`src/rtl/hann_frame_sequencer.sv`:
```
`timescale 1ns/1ps
// hann_frame_sequencer
// Cuts the continuous sample stream into N = 2^FFT_LEN_LOG2 sample frames
// for the Hann window multiplier. A frame is admitted only when downstream
// is ready at frame start, and once started it always runs to completion.
// A programmable holdoff discards samples between frames to set the update rate.
//
// Build option: define HANN_SEQ_DROP_COUNT_EN to count missed frame slots
// in o_dropped_count. Without it the miss logic is absent and
// o_dropped_count is held at zero.

module hann_frame_sequencer #(
    parameter int DATA_WIDTH   = 32,
    parameter int FFT_LEN_LOG2 = 10,
    parameter int CNT_WIDTH    = 16
) (
    input  logic                    i_clk,
    input  logic                    i_reset,
    input  logic                    i_enable,
    input  logic [CNT_WIDTH-1:0]    i_holdoff,
    input  logic [DATA_WIDTH-1:0]   i_data,
    input  logic                    i_valid,
    input  logic                    i_win_ready,
    output logic [DATA_WIDTH-1:0]   o_data,
    output logic                    o_valid,
    output logic [FFT_LEN_LOG2-1:0] o_index,
    output logic                    o_first,
    output logic                    o_last,
    output logic                    o_busy,
    output logic [CNT_WIDTH-1:0]    o_frame_count,
    output logic [CNT_WIDTH-1:0]    o_dropped_count
);

    typedef enum logic [1:0] {
        IDLE       = 2'd0,
        WAIT_START = 2'd1,
        CAPTURE    = 2'd2,
        HOLDOFF    = 2'd3
    } state_t;

    localparam logic [FFT_LEN_LOG2-1:0] IDX_MAX = {FFT_LEN_LOG2{1'b1}};
    localparam logic [FFT_LEN_LOG2-1:0] IDX_ONE = FFT_LEN_LOG2'(1);
    localparam logic [CNT_WIDTH-1:0]    CNT_ONE = CNT_WIDTH'(1);
    localparam logic [CNT_WIDTH-1:0]    CNT_MAX = {CNT_WIDTH{1'b1}};

    state_t                  state;
    state_t                  state_next;
    logic [FFT_LEN_LOG2-1:0] sample_cnt;
    logic [CNT_WIDTH-1:0]    holdoff_cnt;

    logic emit;
    logic start;
    logic frame_done;
    logic hold_load;
    logic hold_step;

    // State register; reset returns the sequencer to IDLE and abandons any partial frame
    always_ff @(posedge i_clk or posedge i_reset) begin
        if (i_reset) begin
            state <= IDLE;
        end else begin
            state <= state_next;
        end
    end

    // Next-state decode plus per-sample control strobes for the datapath
    always_comb begin
        state_next = state;
        emit       = 1'b0;
        start      = 1'b0;
        frame_done = 1'b0;
        hold_load  = 1'b0;
        hold_step  = 1'b0;
        case (state)
            IDLE: begin
                if (i_enable) begin
                    state_next = WAIT_START;
                end
            end
            WAIT_START: begin
                if (!i_enable) begin
                    state_next = IDLE;
                end else if (i_valid && i_win_ready) begin
                    emit       = 1'b1;
                    start      = 1'b1;
                    state_next = CAPTURE;
                end
            end
            CAPTURE: begin
                if (i_valid) begin
                    emit = 1'b1;
                    if (sample_cnt == IDX_MAX) begin
                        frame_done = 1'b1;
                        if (!i_enable) begin
                            state_next = IDLE;
                        end else if (i_holdoff != '0) begin
                            hold_load  = 1'b1;
                            state_next = HOLDOFF;
                        end else begin
                            state_next = WAIT_START;
                        end
                    end
                end
            end
            HOLDOFF: begin
                if (!i_enable) begin
                    state_next = IDLE;
                end else if (i_valid) begin
                    hold_step = 1'b1;
                    if (holdoff_cnt <= CNT_ONE) begin
                        state_next = WAIT_START;
                    end
                end
            end
            default: begin
                state_next = IDLE;
            end
        endcase
    end

    // Output register: samples pass through untouched, markers are single-cycle pulses
    always_ff @(posedge i_clk or posedge i_reset) begin
        if (i_reset) begin
            o_data  <= '0;
            o_index <= '0;
            o_valid <= 1'b0;
            o_first <= 1'b0;
            o_last  <= 1'b0;
            o_busy  <= 1'b0;
        end else begin
            o_valid <= emit;
            o_first <= start;
            o_last  <= frame_done;
            o_busy  <= (state != IDLE);
            if (emit) begin
                o_data  <= i_data;
                o_index <= start ? '0 : sample_cnt;
            end
        end
    end

    // Sample index within the frame; wraps from N-1 back to 0 on the last sample
    always_ff @(posedge i_clk or posedge i_reset) begin
        if (i_reset) begin
            sample_cnt <= '0;
        end else if (start) begin
            sample_cnt <= IDX_ONE;
        end else if (emit) begin
            sample_cnt <= sample_cnt + IDX_ONE;
        end
    end

    // Holdoff down-counter, loaded from i_holdoff when the frame completes
    always_ff @(posedge i_clk or posedge i_reset) begin
        if (i_reset) begin
            holdoff_cnt <= '0;
        end else if (hold_load) begin
            holdoff_cnt <= i_holdoff;
        end else if (hold_step) begin
            holdoff_cnt <= holdoff_cnt - CNT_ONE;
        end else if (state == HOLDOFF && state_next == IDLE) begin
            holdoff_cnt <= '0;
        end
    end

    // Completed-frame counter, free-running with natural wrap
    always_ff @(posedge i_clk or posedge i_reset) begin
        if (i_reset) begin
            o_frame_count <= '0;
        end else if (frame_done) begin
            o_frame_count <= o_frame_count + CNT_ONE;
        end
    end

`ifdef HANN_SEQ_DROP_COUNT_EN
    logic                    miss;
    logic [FFT_LEN_LOG2-1:0] miss_cnt;

    assign miss = (state == WAIT_START) && i_enable && i_valid && !i_win_ready;

    // Every N consecutive not-ready samples is one lost frame slot; the count saturates
    always_ff @(posedge i_clk or posedge i_reset) begin
        if (i_reset) begin
            miss_cnt        <= '0;
            o_dropped_count <= '0;
        end else if (state != WAIT_START || state_next != WAIT_START) begin
            miss_cnt <= '0;
        end else if (miss) begin
            if (miss_cnt == IDX_MAX) begin
                miss_cnt <= '0;
                if (o_dropped_count != CNT_MAX) begin
                    o_dropped_count <= o_dropped_count + CNT_ONE;
                end
            end else begin
                miss_cnt <= miss_cnt + IDX_ONE;
            end
        end
    end
`else
    assign o_dropped_count = '0;
`endif

endmodule

```
`config.mk`:
```
export PLATFORM = sky130hd
export DESIGN_NAME = hann_frame_sequencer
export DESIGN_NICKNAME = d
export VERILOG_FILES = /design/src/rtl/hann_frame_sequencer.sv
export SDC_FILE = /design/constraint.sdc
export NUM_CORES = 1
export LEC_CHECK = 0
export CORE_MARGIN = 2
export CORE_UTILIZATION = 36
export DETAILED_ROUTE_END_ITERATION = 8
export SKIP_CTS_REPAIR_TIMING = 1
export SLEW_MARGIN = 5
export SYNTH_ARGS = -nofsm -noshare
export SYNTH_HDL_FRONTEND = slang
export SYNTH_SLANG_ARGS = --single-unit
```
`constraint.sdc`:
```
create_clock -name i_clk -period 8.55 [get_ports i_clk]
set_input_delay 1.2825 -clock i_clk [delete_from_list [all_inputs] [get_ports i_clk]]
set_output_delay 1.2825 -clock i_clk [all_outputs]
set_load 0.02 [all_outputs]
```
* Word level (Yosys, flattened, before mapping)
Cells that the tools add are included.
Word-level totals: register bits after elaboration 90, input bits 53, output and inout bits 78, word-level logic and storage cells 58
Cells by class: add/subtract/negate cells 3, magnitude comparators 1, equality and inequality tests 4, multiplexer cells 32, reductions and logical operators 8
Operators by type and width (number):
- 16-bit two-way mux | 3
- 10-bit two-way mux | 3
- 2-bit two-way mux | 10
- 16-bit by 1-bit adder with 16-bit output, second input constant | 1
- 16-bit by 1-bit less-or-equal comparator with 1-bit output, second input constant | 1
- 16-bit nonzero test | 1
- 16-bit by 1-bit subtractor with 16-bit output, second input constant | 1
- 1-bit two-way mux | 14
- 10-bit by 1-bit adder with 10-bit output, second input constant | 1
- 10-bit == test, second input constant | 1
- 2-bit one-hot mux with 4 select lines | 1
- 2-bit == test, second input constant | 2
- 2-bit logical NOT | 2
- 2-bit nonzero test | 2
- 3-bit nonzero test | 1
- 2-bit by 1-bit == test with 1-bit output, second input constant | 1
- 1-bit logical AND | 2
- 1-bit one-hot mux with 2 select lines | 1

* Depth between registers and ports, before layout
Gate-level depths: netlist of run 1.
depth in word-level cells 11, depth in mapped cells 10, mapped depth without buffers 9

* Least setup slack after synthesis of run 1
Ideal clock, no wire load.
path type input-to-reg, start point input port i_valid, end point register holdoff_cnt[12], data arrival time 2.894 ns, slack 5.528 ns, stages on the path 8, buffers on the path 2, cell sequence buf_2 -> nand3_1 -> a2111o_1 -> a31o_1 -> a211o_1 -> a21oi_4 -> buf_8 -> o211ai_2
On the way: longest elaborated chain between the ends 7
Ends and longest elaborated chain:
- from (decl) | line 22 | input logic i_valid,
- 1-bit logical AND | line 83 | end else if (i_valid && i_win_ready) begin
- 2-bit two-way mux | line 83
- 2-bit two-way mux | line 81 | if (!i_enable) begin
- 2-bit one-hot mux with 4 select lines | line 74 | case (state)
- 2-bit logical NOT | line 161 | end else if (state == HOLDOFF && state_next == IDLE) begin
- 1-bit logical AND | line 161
- 3-bit nonzero test (no source line)
- to (signal assigned) | line 158 | holdoff_cnt <= i_holdoff;
- to (signal assigned) | line 160 | holdoff_cnt <= holdoff_cnt - CNT_ONE;
- to (decl) | line 49 | logic [CNT_WIDTH-1:0] holdoff_cnt;
Parallel ways exist; a longest one is shown, timed or not. A chain may end at the register's enable or synchronous reset.

* Worst setup path after layout of run 1
start point input port i_enable, end point register sample_cnt[6]
On the way: longest elaborated chain between the ends 3
Ends and longest elaborated chain:
- from (decl) | line 19 | input logic i_enable,
- 1-bit two-way mux (*) | line 81
- 1-bit one-hot mux with 2 select lines / 1-bit two-way mux (equally long branches) | line 74
- 2-bit nonzero test (no source line) / 10-bit two-way mux (equally long branches)
- to (signal assigned) | line 149 | sample_cnt <= sample_cnt + IDX_ONE;
- to (decl) | line 48 | logic [FFT_LEN_LOG2-1:0] sample_cnt;
Mark *: on every way between the ends. The rest lies on a longest branch, timed or not.

==> impl_summary.md, run 1 <==
Critical path
The data required time of the critical path is 8.77 ns. STA classifies the critical path endpoint as a flip-flop. The startpoint of the worst-slack reg-to-reg timing path is state[1]$_DFF_PP0_. The destination of the critical timing path is sample_cnt[6]$_DFFE_PP0P_. Across all register-to-register paths, the minimum setup slack is 4.87 ns.

The sort of element at the start of the critical path is a primary input. The startpoint of the worst setup timing path is i_enable. The data arrival time of the critical path is 4.80 ns. Along the worst path, the maximum fanout reaches 48. The worst reg2reg path endpoint is sample_cnt[6]$_DFFE_PP0P_.

The critical path class is primary input to flip-flop. The depth of the worst register-to-register path is 9.

Logic synthesis
The cell area that synthesis handed to floorplanning was 0.004501 mm². The number of flops mapped to enable cells by yosys is 0. After synthesis, the cell types taking the most area are sky130_fd_sc_hd__dfrtp_1, sky130_fd_sc_hd__nand2_1, sky130_fd_sc_hd__xnor2_1, sky130_fd_sc_hd__nand3_1, sky130_fd_sc_hd__buf_4. The synthesized area per cell is 9.204 µm².

The commonest cells after synthesis are sky130_fd_sc_hd__nand2_1, sky130_fd_sc_hd__dfrtp_1, sky130_fd_sc_hd__xnor2_1, sky130_fd_sc_hd__nand3_1, sky130_fd_sc_hd__inv_1. After synthesis the netlist holds a flip-flop and latch count of 90. Yosys mapped the design onto 54 distinct sky130hd cell types. The async set-or-reset flop fraction in the synthesized netlist is 100.0%. The predominant post-synthesis flop cell is sky130_fd_sc_hd__dfrtp_1. The total number of yosys warnings is 0.

sky130_fd_sc_hd__nand2_1 is the most common cell in the netlist. The library cell with the largest summed area after synthesis is sky130_fd_sc_hd__dfrtp_1. The share of the synthesized area in the top cell type is 50.04%. The proportion of synthesized chip area in sequential cells is 50.04%. In the synthesized netlist, the number of instances is 489.

Routing
The routed design has 10.74 mm of wire. The number of design rule violations left after detail routing is 0. The detailed route wirelength on metal2 is 4.854 mm. The routed layout has 3672 vias.

The length of routed met3 wiring is 691 µm. After detailed routing, no signal wire sits above met4. The via count normalized by instance count is 4.794. The routed length on met1 is 4.979 mm. The detail route stage leaves a number of antenna-violating nets equal to 0. The mean routed wirelength per cell is 14.02 µm. The violation count after the first detailed-routing iteration is 247.

The total iterations of the first detailed-routing run is 4.

Clock tree
TritonCTS built the clock tree. Clock-pin slew was measured on the worst setup and hold paths at 0.06 ns. The count of H-tree levels built during CTS is 3. The latest clock arrival within the worst-skew pair is 0.35 ns. The root buffer cell chosen for the clock tree is sky130_fd_sc_hd__clkbuf_16. The number of clock sinks is 90.

Buffers inserted during clock tree synthesis total 9. The number of buffers on the longest clock path is 2.

Placement
The total placed cells including tap cells is 751. The number of buffers added on ports is 114. Routability-driven placement finished with a final weighted congestion of 0.8215. The worst setup slack after placement is 3.602 ns.

Detailed placement finished with a half-perimeter wire length of 7.598 mm. The instance area at placement is 0.005713 mm².

Layout
The post-layout instance area is 0.005992 mm². The area growth from synthesis to layout is 33.14%. The final layout contains 656 nets. Of the cells placed in the final design, the portion with a size suffix greater than 1 is 6.522%. The count of inserted antenna diode cells is 0. Fill cells in the final layout number 1172. The number of cells in the finished layout apart from fillers is 766.

Floorplan
The initialized floorplan defines 40 standard-cell rows. The overall die area is 0.01341 mm². The effective utilization at floorplan is 37.16%. In this run the standard cell core region covers 0.01211 mm². The y dimension of the die is 115.8 µm. The number of top-level pins is 131. The die is 115.8 µm wide.

STA
The number of max-slew violations in the final report is 0. The number of endpoints with negative hold slack in the final report is 0. The final worst clock skew is 0.007537 ns. Setup total negative slack on the finished layout was measured at 0 ns. The slew of the pin with the lowest slew margin is 0.9629 ns. The portion of the clock cycle consumed by the worst path in the final layout is 53.59%. Setup repair after global routing left no endpoint under its margin. The clock period could shrink to 4.582 ns.

Based on the critical path, the design can be clocked at up to 0.2182 GHz. Setup violations remaining at the end of the flow were counted as 0. The normalized max-slew margin is 35.80%. Setup slack closes at 3.968 ns.

GRT
Global routing consumed, over all layers together, 16.75% of the routing resources. The number of global-route vias before repair came to 3561. The wire length of the first global-routing pass is 17.55 mm. The largest net degree at the start of global routing is 64.

The sum of overflow across all layers after global routing is 0. The initial antenna violation count is 0.

Power
The cell leakage power is 2.708 nW. The power per standard cell area is 266.7 mW/mm². The overall power is 1.598 mW.

The worst ir drop on vdd is 0.09949 mV.

Run
Across the run, the number of max-cap violations was 0.

Outcome
The run finished with clean final reports.

Min path
The worst min-delay path category is flip-flop to flip-flop.
## worst max-delay path, stage by stage
cell	delay, ns
sky130_fd_sc_hd__clkdlybuf4s50_1	0.80
sky130_fd_sc_hd__a31o_2	0.25
sky130_fd_sc_hd__nand3_2	0.73
sky130_fd_sc_hd__inv_2	0.95
sky130_fd_sc_hd__nand2_1	0.20
sky130_fd_sc_hd__or3_1	0.37
sky130_fd_sc_hd__xor2_1	0.14
sky130_fd_sc_hd__nor2_1	0.05
## placed cells by master, fill, tap and decap left out, types with 2 or more instances in the layout
cell,Yosys,layout
sky130_fd_sc_hd__and4_1,2,2
sky130_fd_sc_hd__conb_1,1,16
sky130_fd_sc_hd__dfrtp_1,90,90
sky130_fd_sc_hd__nand4_1,12,12
sky130_fd_sc_hd__xnor2_1,30,30
sky130_fd_sc_hd__a22oi_1,2,2
sky130_fd_sc_hd__nand2b_1,2,2
sky130_fd_sc_hd__nand2_1,136,136
sky130_fd_sc_hd__nor2_1,16,16
sky130_fd_sc_hd__nor4_1,8,8
sky130_fd_sc_hd__inv_1,24,23
sky130_fd_sc_hd__o21ai_0,6,6
sky130_fd_sc_hd__o21ai_2,8,8
sky130_fd_sc_hd__or3_1,2,2
sky130_fd_sc_hd__clkbuf_8,0,2
sky130_fd_sc_hd__o31ai_1,3,3
sky130_fd_sc_hd__a21oi_1,14,14
sky130_fd_sc_hd__clkdlybuf4s50_1,0,114
sky130_fd_sc_hd__o21ai_1,2,2
sky130_fd_sc_hd__nand3_1,26,25
sky130_fd_sc_hd__nand3_2,1,2
sky130_fd_sc_hd__ha_1,9,9
sky130_fd_sc_hd__a31oi_1,2,2
sky130_fd_sc_hd__clkbuf_16,0,9
sky130_fd_sc_hd__and3_1,5,5
sky130_fd_sc_hd__xor2_1,8,8
sky130_fd_sc_hd__nor3_1,16,16
sky130_fd_sc_hd__nor3b_1,2,2
sky130_fd_sc_hd__and2_1,2,2
sky130_fd_sc_hd__o211ai_2,2,2
sky130_fd_sc_hd__clkinv_2,0,3
## cell type report
| type | count | area, µm² | area share, % |
|---|---|---|---|
| timing repair buffer | 115 | 1149 | 19.17 |
| sequential | 90 | 2252 | 37.59 |
| clock inverter | 4 | 26.28 | 0.4385 |
| clock buffer | 11 | 252.7 | 4.218 |
| multi-input combinational | 353 | 2007 | 33.49 |
| inverter | 25 | 95.09 | 1.587 |
| tap | 168 | 210.2 | 3.508 |
## per-layer routing
metal / track usage, % / vias up
li1: - / 1811
met1: 22.13 / 1730
met2: 26.39 / 118
met3: 3.923 / 13
met4: 7.381 / 0
met5: 0 / -
## report_power, final
part | switching [mW] | internal [mW] | leakage [nW] | total (mW)
Sequential | 0.0933 | 0.549 | 1.16 | 0.642
Clock | 0.166 | 0.211 | 0.138 | 0.378
Combinational | 0.311 | 0.267 | 1.41 | 0.578
Total | 0.571 | 1.03 | 2.71 | 1.60
## cells by family (layout without fill, tap and decap cells)
family / after synthesis / after routing / share of synthesized area, %
AOI/OAI and AO/OA: 53 / 53 / 8.508
xor gates and xnor gates: 38 / 38 / 7.395
adders and majority gates: 9 / 9 / 2.502
buffers and inverters: 61 / 155 / 6.728
DFF: 90 / 90 / 50.04
muxes: 1 / 1 / 0.2502
other: 1 / 16 / 0.08332
and+or+nand+nor: 236 / 236 / 24.49
## flip-flops by register name (all words and copies together) (netlist names)
register and flops:
o_valid 1, o_busy 1, o_first 1, holdoff_cnt 16, o_data 32, o_last 1
o_index 10, sample_cnt 10, state 2, o_frame_count 16
## how the worst min path moves through the flow
stage / startpoint / end / slack [ns] / depth (start not counted)
after global placement: o_index[4]$_DFFE_PP0P_ / o_index[4]$_DFFE_PP0P_ / 0.45 / 2
after detailed placement: o_index[4]$_DFFE_PP0P_ / o_index[4]$_DFFE_PP0P_ / 0.46 / 2
after CTS: o_index[4]$_DFFE_PP0P_ / o_index[4]$_DFFE_PP0P_ / 0.47 / 2
after floorplan: sample_cnt[9]$_DFFE_PP0P_ / o_index[9]$_DFFE_PP0P_ / 0.51 / 2
final: o_index[4]$_DFFE_PP0P_ / o_index[4]$_DFFE_PP0P_ / 0.46 / 2
after global routing: o_frame_count[15]$_DFFE_PP0P_ / o_frame_count[15]$_DFFE_PP0P_ / 0.48 / 1
## stage by stage
step	hold WS, ns	utilization [%]
finish	0.4639	49.47
global route	0.4803	49.47
CTS	0.4703	49.47
detailed placement	0.4556	47.17
global placement	0.4498	47.17
floorplan	0.5127	-
No activity file was read; power rests on OpenSTA's default activity.
==> run 2: changes to the inputs <==
Settings changed: PLACE_DENSITY set to 0.66.
Clock period 8.55 ns to 4.2 ns, I/O delays scaled along.
==> impl_summary.md, run 2 (synthesis results as in run 1) <==
Outcome
The run finished with clean final reports.

STA
The final worst clock skew is 0.007251 ns. The slew of the pin with the lowest slew margin is 0.7693 ns. After routing, the total negative slack on setup checks comes to 0 ns. After layout, the minimum clock period comes to 3.031 ns. The number of failing setup endpoints in the final timing report is 0.

The final critical path takes up 72.17% of the cycle. Setup repair after global routing left no endpoint under its margin. Setup slack closes at 1.169 ns. In this run the tightest slew margin relative to its limit is 48.32%. Based on the critical path, the design can be clocked at up to 0.3299 GHz. The number of endpoints with negative hold slack in the final report was 0. The number of max-slew violations in the final report is 0.

Floorplan
The region available for standard cell placement spans 0.01211 mm². The y dimension of the die is 115.8 µm. The horizontal extent of the die is 115.8 µm.

The number of top-level pins is 131. The die covers 0.01341 mm². After floorplanning, the core was divided into 40 placement rows. The effective utilization at floorplan is 37.16%.

Critical path
The startpoint of the worst-slack reg-to-reg timing path is state[0]$_DFF_PP0_. The worst reg2reg path endpoint is holdoff_cnt[15]$_DFFE_PP0P_. The minimum setup slack among reg-to-reg paths is 1.27 ns. The critical path in this run is classified as primary input to flip-flop. The data arrival time of the critical path is 3.21 ns. The cell with the biggest individual delay on the critical path is sky130_fd_sc_hd__clkdlybuf4s50_1. The sort of element at the start of the critical path is a primary input. The largest fanout of any net on the critical path is 15. Walking the worst path, the cells encountered are clkdlybuf4s50_1, nand3_1, nor4_4, a211oi_1, o22a_1, a21oi_4, o221ai_1. The depth of the worst register-to-register path is 8. The worst setup path is captured at a flip-flop. On the worst path, the slowest cell contributes a delay of 0.65 ns. STA puts the critical path data required time at 4.38 ns.

Layout
The library cell used most frequently in the layout, excluding fill and tap cells, is sky130_fd_sc_hd__nand2_1. The largest registers in the layout are o_data (32), holdoff_cnt (16), o_frame_count (16). The filler cell count is 1136. In the final design database the tool counted 661 nets. The number of flip-flops in the largest register is 32. 0 antenna diodes ended up in the layout. Leaving out fill and tap cells, the most frequent cells in the layout are sky130_fd_sc_hd__nand2_1, sky130_fd_sc_hd__clkdlybuf4s50_1, sky130_fd_sc_hd__dfrtp_1, sky130_fd_sc_hd__xnor2_1, sky130_fd_sc_hd__nand3_1. The post-route core utilization is 50.31%.

After the flow finishes, the layout carries non-filler instances totaling 772. From synthesis to final layout, the design area changed by 35.39%. Counting flops per register, the top entry is o_data. The share of final-layout standard cells stronger than drive strength 1 is 7.285%.

Power
The combinational share of power is 34.9%. The cell leakage power is 2.760 nW. The clock network accounts for 27.0% of the total power. The switching part of the total is 33.85%.

Dividing total power by cell area gives a power density of 558.4 mW/mm². The switching power is 1.152 mW. Sequential cells account for 38.1% of the total power. Across the VDD grid, the largest voltage drop is 0.2221 mV.

Cell internal power was estimated by the tool at 2.251 mW.

Routing
For this run, design rule violations remaining after detail routing come to 0. The total via count in the routed design is 3720. The count of nets left with antenna violations once routing finished came out at 0.

The via count normalized by instance count is 4.819. The violation count after the first detailed-routing iteration is 257. The wire length reported by the detailed router is 10.57 mm. The total iterations of the first detailed-routing run is 5.

In the final routed layout, each cell accounts on average for 13.69 µm.

Clock tree
The number of buffers inserted during clock tree synthesis is 9. The H-tree generated during clock tree synthesis spans 3 levels. TritonCTS built the clock tree.

Clock-pin slew was measured on the worst setup and hold paths at 0.06 ns. The number of clock sinks is 90. The latest clock arrival within the worst-skew pair is 0.34 ns. The clock passes through at most 2 buffers. The clock root buffer master is sky130_fd_sc_hd__clkbuf_16.

GRT
The number of global-route vias before repair came to 3564. Entering global routing, the biggest net connects 37 pins. The initial antenna violation count is 0.

The first global-routing pass estimated 17.06 mm of wire. The aggregate global-route resource usage is 16.03%. The sum of overflow across all layers after global routing is 0.

Placement
The wire-length estimate of the detail-placed layout is 7.580 mm. OpenSTA, run right after detailed placement, puts the worst setup slack at 0.7888 ns. Buffers placed on the I/O ports in this run total 114. At the end of routability-driven placement, the weighted congestion stood at 0.8347. After detailed placement, the design holds a cell count of 756.

Run
Max-cap violations in this run came to 0.

Min path
The min-delay analysis places its worst path in the category flip-flop to flip-flop. The end point of the worst hold path is o_index[7]$_DFFE_PP0P_. In this run the most critical hold path is launched from o_index[7]$_DFFE_PP0P_. Along the worst hold path, the cell count comes to 2.
run 2: cell types whose count changed in the layout (fill, tap and decap cells not counted), sizes merged:
cell,delta
clkinv,-1
clkbuf,-1
buf,+5
bufinv,+3
run 2: through the flow:
step | area (µm²) | hold slack [ns] | total power [mW]
finish | 6093 | 0.4682 | 3.403
global route | 6093 | 0.4874 | 3.615
CTS | 6093 | 0.4741 | 3.436
detailed placement | 5751 | 0.4597 | 2.498
global placement | 5751 | 0.4522 | 2.469
floorplan | 4557 | 0.5127 | 1.993
run 2: power by group through the flow:
stage / combinational (mW) / sequential (mW) / clock (mW)
detailed placement: 1.19 / 1.31 / 0
global placement: 1.16 / 1.30 / 0
finish: 1.19 / 1.30 / 0.919
global route: 1.30 / 1.33 / 0.983
CTS: 1.19 / 1.30 / 0.944
floorplan: 0.505 / 1.49 / 0
run 2: worst max path at each step:
stage	start	to	slack, ns	depth (start not counted)
after floorplan	i_reset	holdoff_cnt[0]$_DFFE_PP0P_	1.23	1
final	i_valid	holdoff_cnt[15]$_DFFE_PP0P_	1.17	7
after detailed placement	i_valid	holdoff_cnt[15]$_DFFE_PP0P_	0.79	7
after CTS	i_valid	holdoff_cnt[15]$_DFFE_PP0P_	1.17	7
after global routing	i_valid	holdoff_cnt[15]$_DFFE_PP0P_	1.02	7
after global placement	i_valid	holdoff_cnt[15]$_DFFE_PP0P_	0.93	7
run 2: cell type report:
| cell class | count | area, µm² | share of cell area [%] |
|---|---|---|---|
| sequential | 90 | 2252 | 36.96 |
| tap | 168 | 210.2 | 3.450 |
| clock buffer | 10 | 229.0 | 3.758 |
| inverter | 25 | 95.09 | 1.561 |
| multi-input combinational | 353 | 2007 | 32.94 |
| timing repair buffer | 120 | 1186 | 19.47 |
| clock inverter | 6 | 113.9 | 1.869 |
run 2: critical path: cells and delay by family:
| family | cells | cell delay, ns |
|---|---|---|
| AO/OA/AOI/OAI | 4 | 1.17 |
| buffers and inverters | 1 | 0.65 |
| AND/OR/NAND/NOR | 2 | 0.76 |
run 2: metal layers:
layer  part of all wire (%)  GRT usage (%)
met3                    6.6          3.609
met4                    1.2          4.841
met5                      0              0
met2                     46          25.58
met1                     46          21.97
